`src/rtl/servile_sram_wb_bridge.sv`:
```
// Byte-wide SRAM-style client port to a 32-bit Wishbone initiator.
// A one-word read buffer serves sequential byte reads; writes pass through as single-byte cycles.
module servile_sram_wb_bridge #(
    parameter int aw = 8
) (
    input  logic          i_clk,
    input  logic          i_rst,
    input  logic [aw-1:0] i_waddr,
    input  logic [7:0]    i_wdata,
    input  logic          i_wen,
    input  logic [aw-1:0] i_raddr,
    input  logic          i_ren,
    output logic [7:0]    o_rdata,
    output logic          o_rvalid,
    output logic          o_busy,
    output logic [aw-3:0] o_wb_adr,
    output logic [31:0]   o_wb_dat,
    output logic [3:0]    o_wb_sel,
    output logic          o_wb_we,
    output logic          o_wb_stb,
    input  logic [31:0]   i_wb_rdt,
    input  logic          i_wb_ack
);

    typedef enum logic [1:0] {
        ST_IDLE  = 2'd0,
        ST_WRITE = 2'd1,
        ST_READ  = 2'd2
    } state_t;

    state_t          state_r;
    logic [aw-1:0]   waddr_r;
    logic [7:0]      wdata_r;
    logic [aw-1:0]   raddr_r;
    logic            ren_r;
    logic [31:0]     buf_dat_r;
    logic [aw-3:0]   buf_adr_r;
    logic            buf_vld_r;

    logic            wtag_hit_s;
    logic            rd_hit_upd_s;
    logic            in_hit_s;
    logic [31:0]     buf_upd_s;

    function automatic logic [7:0] get_byte(input logic [31:0] w, input logic [1:0] idx);
        case (idx)
            2'd0:    get_byte = w[7:0];
            2'd1:    get_byte = w[15:8];
            2'd2:    get_byte = w[23:16];
            default: get_byte = w[31:24];
        endcase
    endfunction

    function automatic logic [31:0] set_byte(input logic [31:0] w, input logic [1:0] idx,
                                             input logic [7:0] b);
        logic [31:0] r;
        r = w;
        case (idx)
            2'd0:    r[7:0]   = b;
            2'd1:    r[15:8]  = b;
            2'd2:    r[23:16] = b;
            default: r[31:24] = b;
        endcase
        set_byte = r;
    endfunction

    // Buffer tag compares and the buffer contents as they will be after the pending write
    always_comb begin
        wtag_hit_s   = buf_vld_r && (buf_adr_r == waddr_r[aw-1:2]);
        rd_hit_upd_s = buf_vld_r && (buf_adr_r == raddr_r[aw-1:2]);
        in_hit_s     = buf_vld_r && (buf_adr_r == i_raddr[aw-1:2]);
        buf_upd_s    = wtag_hit_s ? set_byte(buf_dat_r, waddr_r[1:0], wdata_r) : buf_dat_r;
    end

    // Request FSM with registered client and Wishbone outputs
    always_ff @(posedge i_clk) begin
        if (i_rst) begin
            state_r   <= ST_IDLE;
            waddr_r   <= '0;
            wdata_r   <= 8'h00;
            raddr_r   <= '0;
            ren_r     <= 1'b0;
            buf_dat_r <= 32'h0000_0000;
            buf_adr_r <= '0;
            buf_vld_r <= 1'b0;
            o_rdata   <= 8'h00;
            o_rvalid  <= 1'b0;
            o_busy    <= 1'b0;
            o_wb_adr  <= '0;
            o_wb_dat  <= 32'h0000_0000;
            o_wb_sel  <= 4'h0;
            o_wb_we   <= 1'b0;
            o_wb_stb  <= 1'b0;
        end else begin
            o_rvalid <= 1'b0;
            case (state_r)
                ST_IDLE: begin
                    if (i_wen || i_ren) begin
                        waddr_r <= i_waddr;
                        wdata_r <= i_wdata;
                        raddr_r <= i_raddr;
                        ren_r   <= i_ren;
                        if (i_wen) begin
                            state_r  <= ST_WRITE;
                            o_busy   <= 1'b1;
                            o_wb_stb <= 1'b1;
                            o_wb_we  <= 1'b1;
                            o_wb_adr <= i_waddr[aw-1:2];
                            o_wb_dat <= {4{i_wdata}};
                            o_wb_sel <= 4'b0001 << i_waddr[1:0];
                        end else if (in_hit_s) begin
                            o_rdata  <= get_byte(buf_dat_r, i_raddr[1:0]);
                            o_rvalid <= 1'b1;
                        end else begin
                            state_r  <= ST_READ;
                            o_busy   <= 1'b1;
                            o_wb_stb <= 1'b1;
                            o_wb_we  <= 1'b0;
                            o_wb_adr <= i_raddr[aw-1:2];
                            o_wb_dat <= 32'h0000_0000;
                            o_wb_sel <= 4'hF;
                        end
                    end
                end
                ST_WRITE: begin
                    if (i_wb_ack) begin
                        buf_dat_r <= buf_upd_s;
                        // A read that misses chains straight into a read cycle, strobe kept high
                        if (ren_r && !rd_hit_upd_s) begin
                            state_r  <= ST_READ;
                            o_wb_we  <= 1'b0;
                            o_wb_adr <= raddr_r[aw-1:2];
                            o_wb_dat <= 32'h0000_0000;
                            o_wb_sel <= 4'hF;
                        end else begin
                            state_r  <= ST_IDLE;
                            o_busy   <= 1'b0;
                            o_wb_stb <= 1'b0;
                            o_wb_we  <= 1'b0;
                            o_wb_dat <= 32'h0000_0000;
                            o_wb_sel <= 4'h0;
                            if (ren_r) begin
                                o_rdata  <= get_byte(buf_upd_s, raddr_r[1:0]);
                                o_rvalid <= 1'b1;
                            end
                        end
                    end
                end
                ST_READ: begin
                    if (i_wb_ack) begin
                        buf_dat_r <= i_wb_rdt;
                        buf_adr_r <= raddr_r[aw-1:2];
                        buf_vld_r <= 1'b1;
                        o_rdata   <= get_byte(i_wb_rdt, raddr_r[1:0]);
                        o_rvalid  <= 1'b1;
                        state_r   <= ST_IDLE;
                        o_busy    <= 1'b0;
                        o_wb_stb  <= 1'b0;
                        o_wb_sel  <= 4'h0;
                    end
                end
                default: begin
                    state_r  <= ST_IDLE;
                    o_busy   <= 1'b0;
                    o_wb_stb <= 1'b0;
                    o_wb_we  <= 1'b0;
                    o_wb_dat <= 32'h0000_0000;
                    o_wb_sel <= 4'h0;
                end
            endcase
        end
    end

endmodule

```
`config.mk`:
```
export PLATFORM = sky130hd
export DESIGN_NAME = servile_sram_wb_bridge
export DESIGN_NICKNAME = d
export VERILOG_FILES = /design/src/rtl/servile_sram_wb_bridge.sv
export SDC_FILE = /design/constraint.sdc
export NUM_CORES = 1
export LEC_CHECK = 0
export ABC_AREA = 0
export CAP_MARGIN = 25
export CORE_MARGIN = 5
export CORE_UTILIZATION = 40
export CTS_CLUSTER_SIZE = 16
export DETAILED_ROUTE_END_ITERATION = 8
export GPL_TIMING_DRIVEN = 0
export HOLD_SLACK_MARGIN = 0.15
export PLACE_DENSITY = 0.71
export SYNTH_ARGS = -nofsm -noshare
export SYNTH_HDL_FRONTEND = slang
export SYNTH_SLANG_ARGS = --single-unit
```
`constraint.sdc`:
```
create_clock -name i_clk -period 3 [get_ports i_clk]
set_clock_uncertainty 0.1 [all_clocks]
set_input_delay 0.45 -clock i_clk [delete_from_list [all_inputs] [get_ports i_clk]]
set_output_delay 0.45 -clock i_clk [all_outputs]
set_load 0.05 [all_outputs]
```
==> results_dict.tcl, run 1 <==
set metrics [dict create \
    status "complete, no violations" \
    cts_tree "yes" \
    rsz0062_at_grt "no" \
    seqCellArea_sq_mm 0.00190 \
    power.switching_w 0.00161 \
    vias 5595 \
    hold_buffers 0 \
    sequentialPowerShare_pct 34.6 \
    slowest_delay_ps 760 \
    power.total_w 0.00435 \
    cp_top_family "simple AND/OR/NAND/NOR gates" \
    startpoint "state_r[1]" \
    synth_top_area_share_pct 33.7 \
    p_per_area_mw_per_mm2 596 \
    cp_data_arrival_time_ps 3050 \
    pwr-share-clk_pct 28.8 \
    antenna_found_initial 0 \
    rows 43 \
    tightestPinTransition_ps 1010 \
    maxSlewViolCount 0 \
    path_clk_slew_ps 70 \
    swShare_pct 37.0 \
    synthesis.area_sq_mm 0.00564 \
    worstSetupEndpoint "o_rdata[4]" \
    first_pass_iters 5 \
    die_h_um 129 \
    r2r_slack_ps 130 \
    grt_usage_pct 24.1 \
    cts_root_buffer "clkbuf_16" \
    core_sq_mm 0.0138 \
    yosys_warnings 0 \
    grt_pass1_wl_um 31000 \
    hold_class "reg2reg" \
    die_w_um 129 \
    intPower_w 0.00274 \
    cp.depth 7 \
    multiInputGateArea_sq_mm 0.00333 \
    num-nets-final 837 \
    initial_core_util_pct 40.8 \
    clk_path_buf_depth 2 \
    clock.fmax_mhz 349 \
    peakVddDrop_v 0.000296 \
    io_pins 115 \
    synth_ff_type "dfxtp_1" \
    synth.most_common_cell "dfxtp_1" \
    crit_path_max_fanout 9 \
    drv_cap 0 \
    start_kind "register" \
    async_flop_share_pct 0 \
    synth-edff-count 0 \
    cp_slowest_cell "nor2_1" \
    r2r-start "state_r[1]" \
    wirelength_um 20000 \
    final.min_clock_period_ps 2870 \
    viasPerCell 5.85 \
    cts_resized 0 \
    grt_overflow 0 \
    drive_above_1_share_pct 11.5 \
    crit_buf_inv 2 \
    ys_seq_area_share_pct 33.7 \
    grt_pass1_vias 5630 \
    cts_setup_buffers 0 \
    path_cells "inv_1 -> ha_1 -> clkinv_1 -> nor2_1 -> a22oi_1 -> or3_1 -> o211ai_1" \
    place_congestion 0.981 \
    cp.required_ps 3180 \
    synth_top_cell_by_area "dfxtp_1" \
    ant_nets 0 \
    p_leak_nw 2.74 \
    cts.sinks 95 \
    drc 0 \
    synthCells 647 \
    area_delta_synth_final_pct 29.7 \
    syn-mean-instance-area_sq_um 8.71 \
    setup_tns_ps 0 \
    cp-end-kind "register" \
    yosys-top-cells-area "dfxtp_1, mux2i_1, mux4_2, nor2_1, nand2_1" \
    hpwl_um 14800 \
    ys_ff_latch 95 \
    htree_levels 3 \
    synthDistinctLibCells 58 \
    clk_latency_ps 360 \
    dieArea_sq_mm 0.0166 \
    setup_viol 0 \
    cts_buffers 9 \
    grt_max_degree 15 \
    io_buffers 112 \
    synth_common_cells "dfxtp_1, nor2_1, nand2_1" \
    worstSetupPathType "reg2reg" \
    rr_endpoint "o_rdata[4]" \
    maxSlewHeadroom_pct 32.1 \
    reg2regPathDepth 7 \
    fillers 1268 \
    drt_iter0_markers 504 \
    finalCritPeriodShare_pct 95.5 \
    routedWlPerCell_um 20.9 \
    n_antenna_cell 0 \
    synth_fp_nets 712 \
    share_comb_of_total_power_pct 36.6 \
    hold_viol_final 0 \
]
==> per-layer routing <==
| layer | global-route usage [%] | share of wire [%] | vias to the layer above |
|---|---|---|---|
| met4 | 9.64 | 2.9 | 0 |
| met1 | 33.4 | 42 | 2619 |
| li1 | - | - | 2586 |
| met2 | 36.5 | 45 | 337 |
| met5 | 0 | 0 | - |
| met3 | 5.19 | 10 | 53 |
==> worst register-to-register path, cell delays in order, from the launching register on <==
cell	delay, ps
dfxtp_1	390
inv_1	90
ha_1	310
clkinv_1	330
nor2_1	770
a22oi_1	340
or3_1	370
o211ai_1	90
==> power groups by stage <==
| stage | combinational (W) | sequential, W | clock, W |
|---|---|---|---|
| floorplan | 0.000928 | 0.00165 | 0 |
| global placement | 0.00156 | 0.00152 | 0 |
| detailed placement | 0.00157 | 0.00153 | 0 |
| CTS | 0.00158 | 0.00150 | 0.00126 |
| global route | 0.00170 | 0.00152 | 0.00131 |
| finish | 0.00160 | 0.00151 | 0.00125 |
==> layout make-up <==
| type | instances | area share [%] |
|---|---|---|
| clock inverters | 4 | 0.958 |
| inverters | 10 | 0.513 |
| plain buffers | 69 | 5.10 |
| multi-input cells | 473 | 45.5 |
| well taps | 180 | 3.08 |
| clock buffers | 11 | 3.32 |
| flip-flops and latches | 95 | 26.0 |
| repair buffers | 114 | 15.5 |
==> cell usage in the layout, fill, tap and decap left out, drive strengths merged, types with 9 or more instances in the layout <==
master | netlist | layout
inv | 9 | 9
clkdlybuf4s50 | 0 | 112
a22oi | 19 | 19
buf | 34 | 36
dfxtp | 95 | 95
clkbuf | 35 | 46
a2bb2oi | 32 | 32
o22ai | 33 | 33
nand3 | 11 | 11
mux4 | 16 | 16
nand2 | 79 | 79
a21oi | 38 | 38
o21ai | 11 | 11
a22o | 10 | 10
xnor2 | 18 | 18
mux2i | 45 | 45
nor2 | 82 | 82
nor2b | 10 | 10
==> state kept, by name (all words and copies together) (netlist names) <==
signal,cells
ren_r,1
o_wb_adr,6
o_wb_stb,1
o_wb_dat,8
wdata_r,8
o_wb_we,1
buf_dat_r,32
o_rdata,8
buf_adr_r,6
waddr_r,8
o_rvalid,1
state_r,2
o_wb_sel,4
buf_vld_r,1
raddr_r,8
==> through the flow <==
stage | area [sq um] | worst slack [ps] | hold slack [ps] | util (%) | std cells
finish | 7310 | 135 | 381 | 52.9 | 956
CTS | 7310 | 226 | 387 | 52.9 | 956
global placement | 6980 | 68.3 | 365 | 50.5 | 939
floorplan | 5640 | 797 | 349 | - | 647
detailed placement | 7000 | 14.8 | 377 | 50.6 | 941
global route | 7310 | 82.5 | 406 | 52.9 | 956
==> worst min-delay path by stage <==
stage | from | to | slack (ps) | cells past startpoint
final | waddr_r[3] | waddr_r[3] | 380 | 2
after global routing | waddr_r[2] | waddr_r[2] | 410 | 2
after CTS | waddr_r[3] | waddr_r[3] | 390 | 2
after detailed placement | waddr_r[3] | waddr_r[3] | 380 | 2
after global placement | waddr_r[2] | waddr_r[2] | 360 | 2
after floorplan | waddr_r[2] | waddr_r[2] | 350 | 2
==> cells by family (layout without fill, tap and decap cells) <==
| family | Yosys count | after routing | synth area share, % |
|---|---|---|---|
| fa+ha+maj | 4 | 4 | 0.888 |
| compound gates | 174 | 174 | 22.6 |
| xor+xnor | 19 | 19 | 3.22 |
| simple gates | 209 | 209 | 16.6 |
| buf+inv | 79 | 208 | 7.28 |
| mux | 67 | 67 | 15.7 |
| flops | 95 | 95 | 33.7 |
Note: power is estimated with default switching activity, not from simulation.
==> run 2, diff against run 1 <==
- RECOVER_POWER: not set -> 50
==> results_dict.tcl, run 2 (same netlist as run 1, synthesis figures left out) <==
set metrics [dict create \
    status "complete, no violations" \
    largest_reg_flops 32 \
    postLayoutCellArea_sq_mm 0.00731 \
    tightestPinTransition_ps 1050 \
    cts_resized 0 \
    grt_max_degree 15 \
    hpwl_um 14800 \
    hold_buffers 0 \
    top_register "buf_dat_r" \
    core_sq_mm 0.0138 \
    hold_class "reg2reg" \
    cp_data_arrival_time_ps 3070 \
    p_per_area_mw_per_mm2 591 \
    cts.sinks 95 \
    finalWorstSetupSlack_ps 111 \
    final_common_cell "dfxtp_1" \
    drv_cap 0 \
    peakVddDrop_v 0.000297 \
    viasPerCell 5.88 \
    clk_latency_ps 350 \
    clock.fmax_mhz 346 \
    routedWlPerCell_um 20.9 \
    drc 0 \
    grt_pass1_vias 5630 \
    final.min_clock_period_ps 2890 \
    placed_cell_area_sq_mm 0.00700 \
    layout_common_cells "dfxtp_1, nor2_1, nand2_1" \
    initial_core_util_pct 40.8 \
    rows 43 \
    setup_viol 0 \
    share_comb_of_total_power_pct 36.2 \
    drive_above_1_share_pct 11.2 \
    cts_tree "yes" \
    swShare_pct 37.2 \
    maxSlewViolCount 0 \
    start_kind "register" \
    die_w_um 129 \
    power.switching_w 0.00161 \
    antenna_found_initial 0 \
    vias 5618 \
    hold_viol_final 0 \
    crit_path_max_fanout 9 \
    cts_setup_buffers 0 \
    final_util_pct 52.8 \
    cp.required_ps 3180 \
    grt_usage_pct 24.1 \
    n_antenna_cell 0 \
    finalCritPeriodShare_pct 96.3 \
    rsz0062_at_grt "no" \
    clk_path_buf_depth 2 \
    maxSlewHeadroom_pct 29.8 \
    grt_overflow 0 \
    p_leak_nw 2.90 \
    pwr-share-clk_pct 29.0 \
    die_h_um 129 \
    place_congestion 0.981 \
    io_pins 115 \
    dieArea_sq_mm 0.0166 \
    grt_pass1_wl_um 31000 \
    path_clk_slew_ps 70 \
    dp_slack_ps 14.8 \
    area_delta_synth_final_pct 29.6 \
    sequentialPowerShare_pct 34.8 \
    setup_tns_ps 0 \
    cts_root_buffer "clkbuf_16" \
    cts_buffers 9 \
    ant_nets 0 \
    first_pass_iters 6 \
    htree_levels 3 \
    worstSetupPathType "reg2reg" \
    num-nets-final 837 \
    cp-end-kind "register" \
    intPower_w 0.00271 \
    drt_iter0_markers 561 \
    io_buffers 112 \
    wirelength_um 20000 \
]
==> run 2: cell types whose count changed in the layout (fill, tap and decap cells not counted), sizes merged <==
cell | before | now
buf | 36 | 34
clkbuf | 46 | 48
clkdlybuf4s50 | 112 | 55
dlygate4sd3 | 0 | 57
==> run 2: worst max-delay path, cell delays in order, from the launching register on <==
cell      delay (ps)
dfxtp_1          380
inv_1             80
ha_1             310
clkinv_1         340
nor2_1           780
a22oi_1          350
or3_1            370
o211ai_1          90
==> run 2: cell type report <==
type / instances / area, sq um
clock buffers: 11 / 243
plain buffers: 69 / 373
fillers: 1269 / 6520
flip-flops and latches: 95 / 1900
repair buffers: 114 / 1140
well taps: 180 / 225
inverters: 10 / 37.5
clock inverters: 4 / 70.1
multi-input cells: 473 / 3320
==> run 2: through the flow <==
| stage | instances | hold slack (ps) | power (W) |
|---|---|---|---|
| 2_1_floorplan | 647 | 349 | 0.00258 |
| 3_3_place_gp | 939 | 365 | 0.00308 |
| 3_5_place_dp | 941 | 377 | 0.00310 |
| 4_1_cts | 956 | 387 | 0.00434 |
| 5_1_grt | 956 | 406 | 0.00449 |
| 6_report | 956 | 382 | 0.00432 |
==> run 2: power by group through the flow <==
stage	combinational [W]	clock [W]	sequential (W)
detailed placement	0.00157	0	0.00153
finish	0.00156	0.00125	0.00150
global route	0.00166	0.00131	0.00152
CTS	0.00158	0.00126	0.00150
global placement	0.00156	0	0.00152
floorplan	0.000928	0	0.00165
==> run 2: metal layers <==
| metal | wire length, um | global-route usage [%] | vias to the layer above |
|---|---|---|---|
| met5 | 0 | 0 | - |
| met4 | 605 | 9.64 | 0 |
| met3 | 2000 | 5.19 | 50 |
| met2 | 8880 | 36.5 | 350 |
| met1 | 8470 | 33.4 | 2625 |
| li1 | - | - | 2593 |
==> run 2: final timing paths <==
kind | endpoint | slack (ps) | depth (start not counted) | from
setup / recovery | o_rdata[4] | 110 | 7 | state_r[1]
hold / removal | waddr_r[3] | 380 | 2 | waddr_r[3]
setup reg to reg | o_rdata[4] | 110 | 7 | state_r[1]
hold reg to reg | waddr_r[3] | 380 | 2 | waddr_r[3]
==> run 3, diff against run 2 <==
- PLACE_DENSITY: 0.71 -> 0.63
==> results_dict.tcl, run 3 (same netlist as run 1, synthesis figures left out) <==
set metrics [dict create \
    status "complete, no violations" \
    vias 5648 \
    hold_ws_ps 382 \
    viasPerCell 5.90 \
    peakVddDrop_v 0.000325 \
    hold_viol_final 0 \
    rows 43 \
    io_buffers 112 \
    final_util_pct 52.8 \
    rsz0062_at_grt "no" \
    cp_data_arrival_time_ps 3000 \
    num-nets-final 837 \
    grt_max_degree 17 \
    die_h_um 129 \
    wirelength_um 19900 \
    top_register "buf_dat_r" \
    maxSlewViolCount 0 \
    final_common_cell "dfxtp_1" \
    met1_usage_pct 31.6 \
    setup_viol 0 \
    tightestPinTransition_ps 997 \
    hold_class "reg2reg" \
    cts_root_buffer "clkbuf_16" \
    top_usage_layer "met2" \
    drive_above_1_share_pct 11.5 \
    n_antenna_cell 0 \
    cts_buffers 9 \
    layout_common_cells "dfxtp_1, nor2_1, nand2_1" \
    cts_setup_buffers 0 \
    fillers 1302 \
    place_congestion 0.930 \
    cts_tree "yes" \
    grt_pass1_vias 5702 \
    met3_usage_pct 6.60 \
    drv_cap 0 \
    area_delta_synth_final_pct 29.5 \
    finalCritPeriodShare_pct 94.2 \
    cts.sinks 95 \
    cp-end-kind "register" \
    power.total_w 0.00428 \
    die_w_um 129 \
    grt_overflow 0 \
    largest_reg_flops 32 \
    worstSetupPathType "reg2reg" \
    final.min_clock_period_ps 2820 \
    io_pins 115 \
    crit_path_max_fanout 9 \
    hpwl_um 14600 \
    ant_nets 0 \
    routedWlPerCell_um 20.8 \
    htree_levels 3 \
    p_leak_nw 2.90 \
    grt_usage_pct 24.3 \
    antenna_found_initial 0 \
    setup_tns_ps 0 \
    cts_resized 0 \
    first_pass_iters 5 \
    hold_buffers 0 \
    cp.required_ps 3180 \
    placedCellCount 941 \
    clk_path_buf_depth 2 \
    p_per_area_mw_per_mm2 586 \
    maxSlewHeadroom_pct 33.2 \
    initial_core_util_pct 40.8 \
    clock.fmax_mhz 354 \
    grt_pass1_wl_um 31100 \
    layout.cells.non_filler 957 \
    core_sq_mm 0.0138 \
    path_clk_slew_ps 70 \
    grtUsageMet2_pct 37.9 \
    drc 0 \
    dieArea_sq_mm 0.0166 \
    clk_latency_ps 360 \
    drt_iter0_markers 566 \
    start_kind "register" \
]
## run 3: cell count changes in the layout (fill, tap and decap cells not counted), sizes merged
cell / previous run / this run
clkinv: 3 / 4
clkdlybuf4s50: 55 / 56
inv: 9 / 11
bufinv: 2 / 1
dlygate4sd3: 57 / 56
clkbuf: 48 / 47
## run 3: area by class of cell
class	count	area (sq um)	share of cell area (%)
multi-input combinational	473	3320	45.5
sequential	95	1900	26.1
timing repair buffer	114	1140	15.6
buffer	69	373	5.11
clock buffer	10	239	3.27
tap	180	225	3.09
clock inverter	6	66.3	0.908
inverter	10	37.5	0.514
## run 3: layer usage
metal / routed length [um] / up-vias
met2: 9170 / 292
met3: 1930 / 53
li1: - / 2590
met5: 0 / -
met4: 583 / 0
met1: 8240 / 2713
## run 3: per-stage QoR
stage,setup WS (ps),instance area (sq um)
3_3_place_gp,-32.7,6980
4_1_cts,308,7300
5_1_grt,123,7300
6_report,175,7300
3_5_place_dp,-42.0,7000
2_1_floorplan,797,5640
## run 3: power by group
group          internal [W]  leakage, nW  switching [W]  total (W)
Combinational      0.000587         1.97       0.000987    0.00157
Sequential          0.00138        0.775       0.000119    0.00150
Clock              0.000674        0.153       0.000529    0.00120
Total               0.00264         2.90        0.00163    0.00428
## run 3: worst max-delay path, cell delays in order, from the launching register on
cell and delay, ps:
dfxtp_1 360, inv_1 90, ha_1 320, clkinv_1 360, nor2_1 800, a22oi_1 260, or3_1 350, o211ai_1 100
## run 3: worst paths after layout
kind / start / to / slack (ps) / cells past startpoint
max reg2reg: state_r[0] / o_rdata[4] / 180 / 7
min: waddr_r[2] / waddr_r[2] / 380 / 2
min reg2reg: waddr_r[2] / waddr_r[2] / 380 / 2
max: state_r[0] / o_rdata[4] / 180 / 7
